### src/rtl/alu8_pkg.sv
// alu8_pkg: opcode encodings and flag bit positions shared by the alu8 slice.
// No ports. Optional feature macro used by alu8: ALU8_SHIFT_EN.
package alu8_pkg;

  localparam logic [3:0] OP_ADD  = 4'h0;
  localparam logic [3:0] OP_ADC  = 4'h1;
  localparam logic [3:0] OP_SUB  = 4'h2;
  localparam logic [3:0] OP_SBC  = 4'h3;
  localparam logic [3:0] OP_CP   = 4'h4;
  localparam logic [3:0] OP_AND  = 4'h5;
  localparam logic [3:0] OP_OR   = 4'h6;
  localparam logic [3:0] OP_XOR  = 4'h7;
  localparam logic [3:0] OP_RL   = 4'h8;
  localparam logic [3:0] OP_RR   = 4'h9;
  localparam logic [3:0] OP_BSL  = 4'hA;
  localparam logic [3:0] OP_BSR  = 4'hB;
  localparam logic [3:0] OP_SWAP = 4'hC;

  localparam int FLAG_Z = 7;
  localparam int FLAG_N = 6;
  localparam int FLAG_H = 5;
  localparam int FLAG_C = 4;

endpackage

### src/rtl/alu8_addsub.sv
// alu8_addsub: 9-bit adder/subtractor shared by ADD, ADC, SUB, SBC and CP.
// Ports:
//   a, b   : 8-bit operands
//   cin    : carry in (add) or borrow in (subtract)
//   sub    : 1 = a - b - cin, 0 = a + b + cin
//   sum    : low 8 bits of the result
//   half   : carry out of bit 3 (add) / borrow out of bit 3 (subtract)
//   carry  : bit 8 of the result; for subtract this is the borrow
module alu8_addsub (
  input  logic [7:0] a,
  input  logic [7:0] b,
  input  logic       cin,
  input  logic       sub,
  output logic [7:0] sum,
  output logic       half,
  output logic       carry
);

  logic [8:0] full;
  logic [4:0] nib;

  // Zero-extended arithmetic: for subtract, a negative result wraps so the
  // top bit of each width is exactly the borrow.
  always_comb begin
    if (sub) begin
      full = {1'b0, a} - {1'b0, b} - {8'b0, cin};
      nib  = {1'b0, a[3:0]} - {1'b0, b[3:0]} - {4'b0, cin};
    end else begin
      full = {1'b0, a} + {1'b0, b} + {8'b0, cin};
      nib  = {1'b0, a[3:0]} + {1'b0, b[3:0]} + {4'b0, cin};
    end
    sum   = full[7:0];
    half  = nib[4];
    carry = full[8];
  end

endmodule

### src/rtl/alu8.sv
// alu8: 8-bit ALU with combinational result/flags and a registered copy.
// Ports:
//   clk      : clock, outputs registered on rising edge
//   rst_n    : asynchronous active-low reset (clears resQ/flagsQ only)
//   regA     : operand A, also rotate/shift/swap source
//   regB     : operand B
//   opcode   : operation select (see alu8_pkg)
//   carryIn  : carry/borrow for ADC/SBC, shifted-in bit for RL/RR
//   res      : combinational result
//   flagsOut : combinational flags {Z,N,H,C,4'b0}
//   resQ     : res registered
//   flagsQ   : flagsOut registered
// Build option: define ALU8_SHIFT_EN to enable BSL, BSR and SWAP; without it
// those opcodes fall into the undefined-opcode behaviour.
module alu8
  import alu8_pkg::*;
(
  input  logic       clk,
  input  logic       rst_n,
  input  logic [7:0] regA,
  input  logic [7:0] regB,
  input  logic [3:0] opcode,
  input  logic       carryIn,
  output logic [7:0] res,
  output logic [7:0] flagsOut,
  output logic [7:0] resQ,
  output logic [7:0] flagsQ
);

  logic       as_cin;
  logic       as_sub;
  logic [7:0] as_sum;
  logic       as_half;
  logic       as_carry;

  // CP compares exactly like SUB, so it uses no carry-in.
  assign as_sub = (opcode == OP_SUB) || (opcode == OP_SBC) || (opcode == OP_CP);
  assign as_cin = ((opcode == OP_ADC) || (opcode == OP_SBC)) ? carryIn : 1'b0;

  alu8_addsub u_addsub (
    .a     (regA),
    .b     (regB),
    .cin   (as_cin),
    .sub   (as_sub),
    .sum   (as_sum),
    .half  (as_half),
    .carry (as_carry)
  );

  logic fz, fn, fh, fc;
  logic undef_op;

  always_comb begin
    res      = regA;
    fn       = 1'b0;
    fh       = 1'b0;
    fc       = 1'b0;
    undef_op = 1'b0;
    case (opcode)
      OP_ADD, OP_ADC: begin
        res = as_sum;
        fh  = as_half;
        fc  = as_carry;
      end
      OP_SUB, OP_SBC: begin
        res = as_sum;
        fn  = 1'b1;
        fh  = as_half;
        fc  = as_carry;
      end
      OP_CP: begin
        res = regA;
        fn  = 1'b1;
        fh  = as_half;
        fc  = as_carry;
      end
      OP_AND: begin
        res = regA & regB;
        fh  = 1'b1;
      end
      OP_OR:  res = regA | regB;
      OP_XOR: res = regA ^ regB;
      OP_RL: begin
        res = {regA[6:0], carryIn};
        fc  = regA[7];
      end
      OP_RR: begin
        res = {carryIn, regA[7:1]};
        fc  = regA[0];
      end
`ifdef ALU8_SHIFT_EN
      OP_BSL: begin
        res = {regA[6:0], 1'b0};
        fc  = regA[7];
      end
      OP_BSR: begin
        res = {1'b0, regA[7:1]};
        fc  = regA[0];
      end
      OP_SWAP: res = {regA[3:0], regA[7:4]};
`endif
      default: begin
        res      = regA;
        undef_op = 1'b1;
      end
    endcase

    // CP returns A, so zero must come from the comparison, not from res.
    fz = (opcode == OP_CP) ? (regA == regB) : (res == 8'h00);

    flagsOut = 8'h00;
    if (!undef_op) begin
      flagsOut[FLAG_Z] = fz;
      flagsOut[FLAG_N] = fn;
      flagsOut[FLAG_H] = fh;
      flagsOut[FLAG_C] = fc;
    end
  end

  always_ff @(posedge clk or negedge rst_n) begin
    if (!rst_n) begin
      resQ   <= 8'h00;
      flagsQ <= 8'h00;
    end else begin
      resQ   <= res;
      flagsQ <= flagsOut;
    end
  end

endmodule

### config.mk
export PLATFORM = sky130hd
export DESIGN_NAME = alu8
export DESIGN_NICKNAME = d
export VERILOG_FILES = /design/src/rtl/alu8_pkg.sv /design/src/rtl/alu8_addsub.sv /design/src/rtl/alu8.sv
export SDC_FILE = /design/constraint.sdc
export NUM_CORES = 1
export LEC_CHECK = 0
export CORE_MARGIN = 2
export CORE_UTILIZATION = 52
export DETAILED_ROUTE_END_ITERATION = 10
export GPL_ROUTABILITY_DRIVEN = 0
export PLACE_DENSITY = 0.83
export SYNTH_ARGS = -nofsm -noshare
export SYNTH_HDL_FRONTEND = slang
export SYNTH_HIERARCHICAL = 1
export SYNTH_SLANG_ARGS = --single-unit
export TNS_END_PERCENT = 100
### constraint.sdc
create_clock -name clk -period 7.9 [get_ports clk]
set_input_delay 1.58 -clock clk [delete_from_list [all_inputs] [get_ports clk]]
set_output_delay 1.58 -clock clk [all_outputs]
set_load 0.02 [all_outputs]
---- Word-level counts from Yosys, hierarchy flattened ----
Index checks and enable logic that the tools add are counted.
cells by class
  bitwise logic cells ..................... 3
  reductions and logical operators ........ 9
  multiplexer cells ....................... 9
  add/sub/neg operators ................... 8
  equal/unequal tests ..................... 10
operators by type and width
  operator                                                         count
  8-bit one-hot mux with 6 select lines                            1
  4-bit by 3-bit == test with 1-bit output, second input constant  4
  10-bit OR reduction                                              1
  8-bit by 8-bit adder with 9-bit output                           1
  9-bit by 1-bit adder with 9-bit output                           1
  9-bit two-way mux                                                1
  8-bit by 8-bit subtractor with 9-bit output                      1
  9-bit by 1-bit subtractor with 9-bit output                      1
  8-bit AND                                                        1
  4-bit by 2-bit == test with 1-bit output, second input constant  2
  4-bit == test, second input constant                             2
  8-bit == test                                                    1
  8-bit logical NOT                                                1
  8-bit bitwise OR                                                 1
  8-bit XOR                                                        1
  4-bit by 4-bit adder with 5-bit output                           1
  5-bit by 1-bit adder with 5-bit output                           1
  5-bit two-way mux                                                1
  5-bit OR reduction                                               1
  4-bit by 4-bit subtractor with 5-bit output                      1
  5-bit by 1-bit subtractor with 5-bit output                      1
  4-bit by 1-bit == test with 1-bit output, second input constant  1
  4-bit logical NOT                                                1
  4-bit two-way mux                                                1
  other kinds (6)                                                  10
word-level totals
  bits in registers ....................... 12
  output and inout port bits .............. 32
  word-level logic and storage cells ...... 41
  input bits .............................. 23

---- Longest topological paths before layout ----
  depth in word-level cells ............... 9
  depth in mapped cells ................... 19
  mapped depth without buffers ............ 16

---- By module ----
Netlist, hierarchy kept.
modules (own cells, without submodules)
  module       times used  seq. area each (sq um)  area an instance (sq um)  cells each
  alu8         1           300.3                   1462.7                    171
  alu8_addsub  1           0.0                     927.1                     124

---- Least setup slack after synthesis ----
Ideal clock, no wire load.
  kind .................................... in2out
  start ................................... input opcode[2]
  end ..................................... output flagsOut[7]
  buffers on the path ..................... 3
  path slack .............................. 1.057 ns
  stages .................................. 17
  data arrival time ....................... 5.263 ns
  cell sequence ........................... buf_2 -> buf_6 -> clkbuf_1 -> nor2_1 -> and3_1 -> fa_1 -> fa_1 -> nand2_1 -> a21oi_1 -> xnor2_1 -> nand2_1 -> o21ai_0 -> and2b_1 -> a311oi_1 -> o221ai_2 -> or4_1 -> o31ai_2
on the way
  longest elaborated chain between the ends .. 9
ends and longest elaborated chain
  element                                                                                                line                                  text
  start, declared                                                                                        alu8.sv:22                            input logic [3:0] opcode,
  4-bit by 1-bit == test with 1-bit output or 4-bit by 2-bit == test with 1-bit output (tied branches)   alu8.sv:38                            assign as_cin = ((opcode == OP_ADC) || (opcode == OP_SBC)) ? carryIn : 1'b0;
  1-bit logical OR *                                                                                     alu8.sv:38
  1-bit two-way mux *                                                                                    alu8.sv:38
  via as_cin                                                                                             alu8.sv:30                            logic as_cin;
  9-bit by 1-bit adder with 9-bit output or 9-bit by 1-bit subtractor with 9-bit output (tied branches)  alu8_addsub.sv:29, alu8_addsub.sv:26
  9-bit two-way mux *                                                                                    alu8_addsub.sv:25                     if (sub) begin
  via as_sum[4]                                                                                          alu8.sv:32                            logic [7:0] as_sum;
  8-bit one-hot mux with 6 select lines *                                                                alu8.sv:59                            case (opcode)
  via res[4]                                                                                             alu8.sv:24                            output logic [7:0] res,
  8-bit logical NOT *                                                                                    alu8.sv:109                           fz = (opcode == OP_CP) ? (regA == regB) : (res == 8'h00);
  1-bit two-way mux *                                                                                    alu8.sv:109
  4-bit two-way mux *                                                                                    alu8.sv:112                           if (!undef_op) begin
  end, declared                                                                                          alu8.sv:25                            output logic [7:0] flagsOut,
The timed path passes the listed nets; every way through them passes the cells marked *.

---- Worst setup path in the final report ----
  start ................................... input opcode[3]
  end ..................................... output flagsOut[7]
on the way
  longest elaborated chain between the ends .. 9
ends and longest elaborated chain
  element                                                                                                line
  4-bit by 1-bit == test with 1-bit output or 4-bit by 2-bit == test with 1-bit output (tied branches)   alu8.sv:38
  1-bit logical OR *                                                                                     alu8.sv:38
  1-bit two-way mux *                                                                                    alu8.sv:38
  via as_cin                                                                                             alu8.sv:30
  9-bit by 1-bit adder with 9-bit output or 9-bit by 1-bit subtractor with 9-bit output (tied branches)  alu8_addsub.sv:29, alu8_addsub.sv:26
  9-bit two-way mux *                                                                                    alu8_addsub.sv:25
  via as_sum[7]                                                                                          alu8.sv:32
  8-bit one-hot mux with 6 select lines *                                                                alu8.sv:59
  8-bit logical NOT *                                                                                    alu8.sv:109
  1-bit two-way mux *                                                                                    alu8.sv:109
  4-bit two-way mux *                                                                                    alu8.sv:112
Marked as above.

==> impl_metrics.py <==
metrics = {
    "timing": {
        "holdWs_ps": 1681,
        "finalHoldViolations": 0,
        "finalSetupTns_ps": 0,
        "achievable-frequency_ghz": 0.1305,
        "slew_viol_final": 0,
        "slew-limit-headroom_pct": 54.86,
        "min_period_over_period_pct": 97.00,
        "rsz0062_at_grt": "false",
        "tightest_pin_transition_ps": 668.4,
        "timing.final.setup_violations": 0,
        "finalCriticalPeriod_ps": 7663,
    },
    "setup_path": {
        "arrival_ps": 6080,
        "crit_chain": "clkdlybuf4s50_1 > nor2_1 > and3_1 > inv_1 > fa_1 > nor2_1 > a221oi_2 > o41ai_1 > mux2_1 > a211o_1 > nor2b_1 > a311o_1 > a222oi_1 > nand4b_1 > o31ai_2 > clkdlybuf4s50_1",
        "worst-path-buf-inv": 3,
        "worst-endpoint-required_ps": 6320,
        "critPathSlowestCell": "sky130_fd_sc_hd__clkdlybuf4s50_1",
        "crit_path_max_incr_delay_ps": 640,
        "critPathCaptureType": "primary output",
        "timing.critical_path.from_type": "input pin",
        "cp_top_family": "compound AO/OA/AOI/OAI gates",
        "critPathKind": "input pin to primary output",
        "critical_path_peak_fanout": 4,
    },
    "power_and_ir_drop": {
        "finalPower_w": 0.0003387,
        "power_frac_clock_pct": 15.5,
        "p_sw_share_pct": 41.23,
        "sequentialPowerShare_pct": 20.8,
        "cellPowerDensity_nw_per_um2": 117.4,
        "switching_power_w": 0.0001397,
        "internal-power_w": 0.0001991,
        "power.static_leakage_nw": 1.357,
        "power_share_of_the_combinational_group_pct": 63.7,
        "peakVddDrop_mv": 0.06414,
    },
    "routing": {
        "finalWirelength_mm": 6.118,
        "count_of_unresolved_drc_violations_after_routing": 0,
        "drt-vias-per-instance": 5.933,
        "routedWlPerCell_um": 15.69,
        "drt-initial-drc-count": 227,
        "detailroute.via_count": 2314,
        "detailedRoute.firstPassIterationCount": 4,
        "ant_nets": 0,
    },
    "synthesis": {
        "synth_mux_area_share_pct": 4.921,
        "synth_area_in_xor_xnor_pct": 4.398,
        "synth-warning-count": 6,
        "synth_area_per_cell_um2": 8.101,
        "synth_enable_flop_cells": 0,
        "synth-adder-area-share_pct": 22.72,
        "dominant_combinational_cell_family_by_area_after_synthesis": "adder cells",
        "yosys_most_used_dff": "sky130_fd_sc_hd__dfrtp_1",
        "synth-compound-area-share_pct": 21.68,
        "post_synth_instance_area_um2": 2390,
        "synth-simple-area-share_pct": 19.11,
        "synth_sequential_area_ratio_pct": 12.57,
        "post_synth_inst_count": 295,
        "number_of_distinct_library_cells_after_synthesis": 66,
        "register_bit_count_reported_by_yosys": 12,
        "async_reset_ff_share_pct": 100.0,
    },
    "die": {
        "io_pins": 55,
        "fp.dieArea_um2": 5154,
        "die_width_um": 71.79,
        "rows": 24,
        "die_h_um": 71.79,
        "floorplan.initialDensity_pct": 54.51,
        "core_area_um2": 4384,
    },
    "global_route": {
        "grt_max_degree": 31,
        "track_usage_pct": 24.42,
        "first_pass_grt_wire_length_mm": 10.03,
        "vias_in_the_first_global_route": 2136,
        "grt.overflow.total": 0,
        "grt_antenna_before_repair": 0,
    },
    "clock_network": {
        "cts.sink_count": 12,
        "path_clk_slew_ps": 50,
        "post-cts-setup-buffers": 0,
        "post_cts.resized_instances": 0,
        "cts.htree.levels": 1,
        "tritoncts": "built",
        "numCtsBuffers": 3,
        "cts.hold.buffers_added": 0,
        "cts.path.max_buffers": 2,
        "ctsRootBufferMaster": "sky130_fd_sc_hd__clkbuf_8",
    },
    "placed_design": {
        "detailed_place.area_um2": 2844,
        "portBuffers": 46,
        "hpwlAfterDp_mm": 5.064,
    },
    "layout": {
        "diode_count": 0,
        "layout-drive-gt1-share_pct": 7.988,
        "final_util_pct": 65.81,
        "final_design_area_no_fill_um2": 2885,
        "syn_to_final_growth_pct": 20.73,
        "nFillCells": 392,
        "layout_common_cells": "sky130_fd_sc_hd__inv_1, sky130_fd_sc_hd__clkdlybuf4s50_1, sky130_fd_sc_hd__ha_1",
        "nNetsFinal": 404,
    },
    "outcome": {
        "run_status": "complete, no violations",
    },
    "run": {
        "number_of_maximum_capacitance_constraint_violations": 0,
    },
    "worst_hold_path": {
        "type_of_the_tightest_min_delay_check": "input pin to asynchronous set/reset pin",
    },
}
[flip-flops by register name (all words and copies together), names as in the netlist]
signal,cells
resQ,8
flagsQ,4
[cells in the mapped netlist, types with 3 or more instances]
master	count	area [um^2]
sky130_fd_sc_hd__nand4b_1	3	26.28
sky130_fd_sc_hd__a221oi_2	3	45.04
sky130_fd_sc_hd__a32oi_1	3	26.28
sky130_fd_sc_hd__a22oi_1	4	30.03
sky130_fd_sc_hd__o21ai_0	11	55.05
sky130_fd_sc_hd__a21o_1	3	22.52
sky130_fd_sc_hd__inv_1	46	172.7
sky130_fd_sc_hd__o41ai_1	3	26.28
sky130_fd_sc_hd__nand4_1	3	18.77
sky130_fd_sc_hd__a21oi_1	14	70.07
sky130_fd_sc_hd__clkbuf_1	4	15.01
sky130_fd_sc_hd__mux2_1	4	45.04
sky130_fd_sc_hd__nor2b_1	10	62.56
sky130_fd_sc_hd__nand2_1	15	56.30
sky130_fd_sc_hd__a31oi_1	3	18.77
sky130_fd_sc_hd__and4b_1	3	30.03
sky130_fd_sc_hd__and2_1	4	25.02
sky130_fd_sc_hd__mux2i_1	5	50.05
sky130_fd_sc_hd__nand3_1	3	15.01
sky130_fd_sc_hd__fa_1	4	80.08
sky130_fd_sc_hd__buf_6	5	56.30
sky130_fd_sc_hd__nor4_1	3	18.77
sky130_fd_sc_hd__nand2b_1	4	25.02
sky130_fd_sc_hd__buf_4	8	60.06
sky130_fd_sc_hd__buf_2	3	15.01
sky130_fd_sc_hd__xnor2_1	11	96.34
sky130_fd_sc_hd__nor2_1	11	41.29
sky130_fd_sc_hd__dfrtp_1	12	300.3
sky130_fd_sc_hd__nor3_1	5	25.02
sky130_fd_sc_hd__ha_1	37	462.9
[how the worst max path moves through the flow]
stage,from,endpoint,cells after the start,slack (ps)
6_report,opcode[3],flagsOut[7],16,240
5_1_grt,opcode[3],flagsOut[7],16,100
4_1_cts,opcode[3],flagsOut[7],16,290
3_5_place_dp,opcode[3],flagsOut[7],16,300
3_3_place_gp,opcode[3],flagsOut[7],16,380
2_1_floorplan,opcode[2],flagsOut[7],17,1060
[power groups by stage]
stage / combinational [W] / clock, W / sequential (W)
floorplan: 0.000132 / 0 / 0.0000814
detailed placement: 0.000213 / 0 / 0.0000717
global route: 0.000235 / 0.0000570 / 0.0000711
global placement: 0.000209 / 0 / 0.0000712
CTS: 0.000214 / 0.0000534 / 0.0000707
finish: 0.000216 / 0.0000525 / 0.0000706
[final cells by class]
type | instances | area, um^2 | area share (%)
inverter | 48 | 180.2 | 6.245
clock buffer | 3 | 41.29 | 1.431
sequential | 12 | 300.3 | 10.41
tap | 52 | 65.06 | 2.255
timing repair buffer | 55 | 528.0 | 18.30
multi-input combinational | 220 | 1770 | 61.36
[kinds of logic (layout without fill, tap and decap cells)]
family / count (synthesis) / in the layout
AND/OR/NAND/NOR: 79 / 79
multiplexers: 11 / 11
adder cells (fa/ha/maj): 41 / 41
XOR/XNOR: 12 / 12
flip-flops: 12 / 12
other: 1 / 8
AO/OA/AOI/OAI: 69 / 69
buffers and inverters: 70 / 106
[stage by stage]
stage	worst slack (ps)	std cells
2_1_floorplan	1057	302
3_3_place_gp	383.1	387
3_5_place_dp	303.8	387
4_1_cts	288.3	390
5_1_grt	98.64	390
6_report	237.4	390
[per-layer routing]
layer  wire length (um)  GRT usage (%)  vias up
li1                   -              -     1111
met1               2612          32.73     1075
met2               2888          41.67      111
met3                464          1.969       17
met4                152          7.547        0
met5                  0              0        -
No activity file was read; power rests on OpenSTA's default activity.
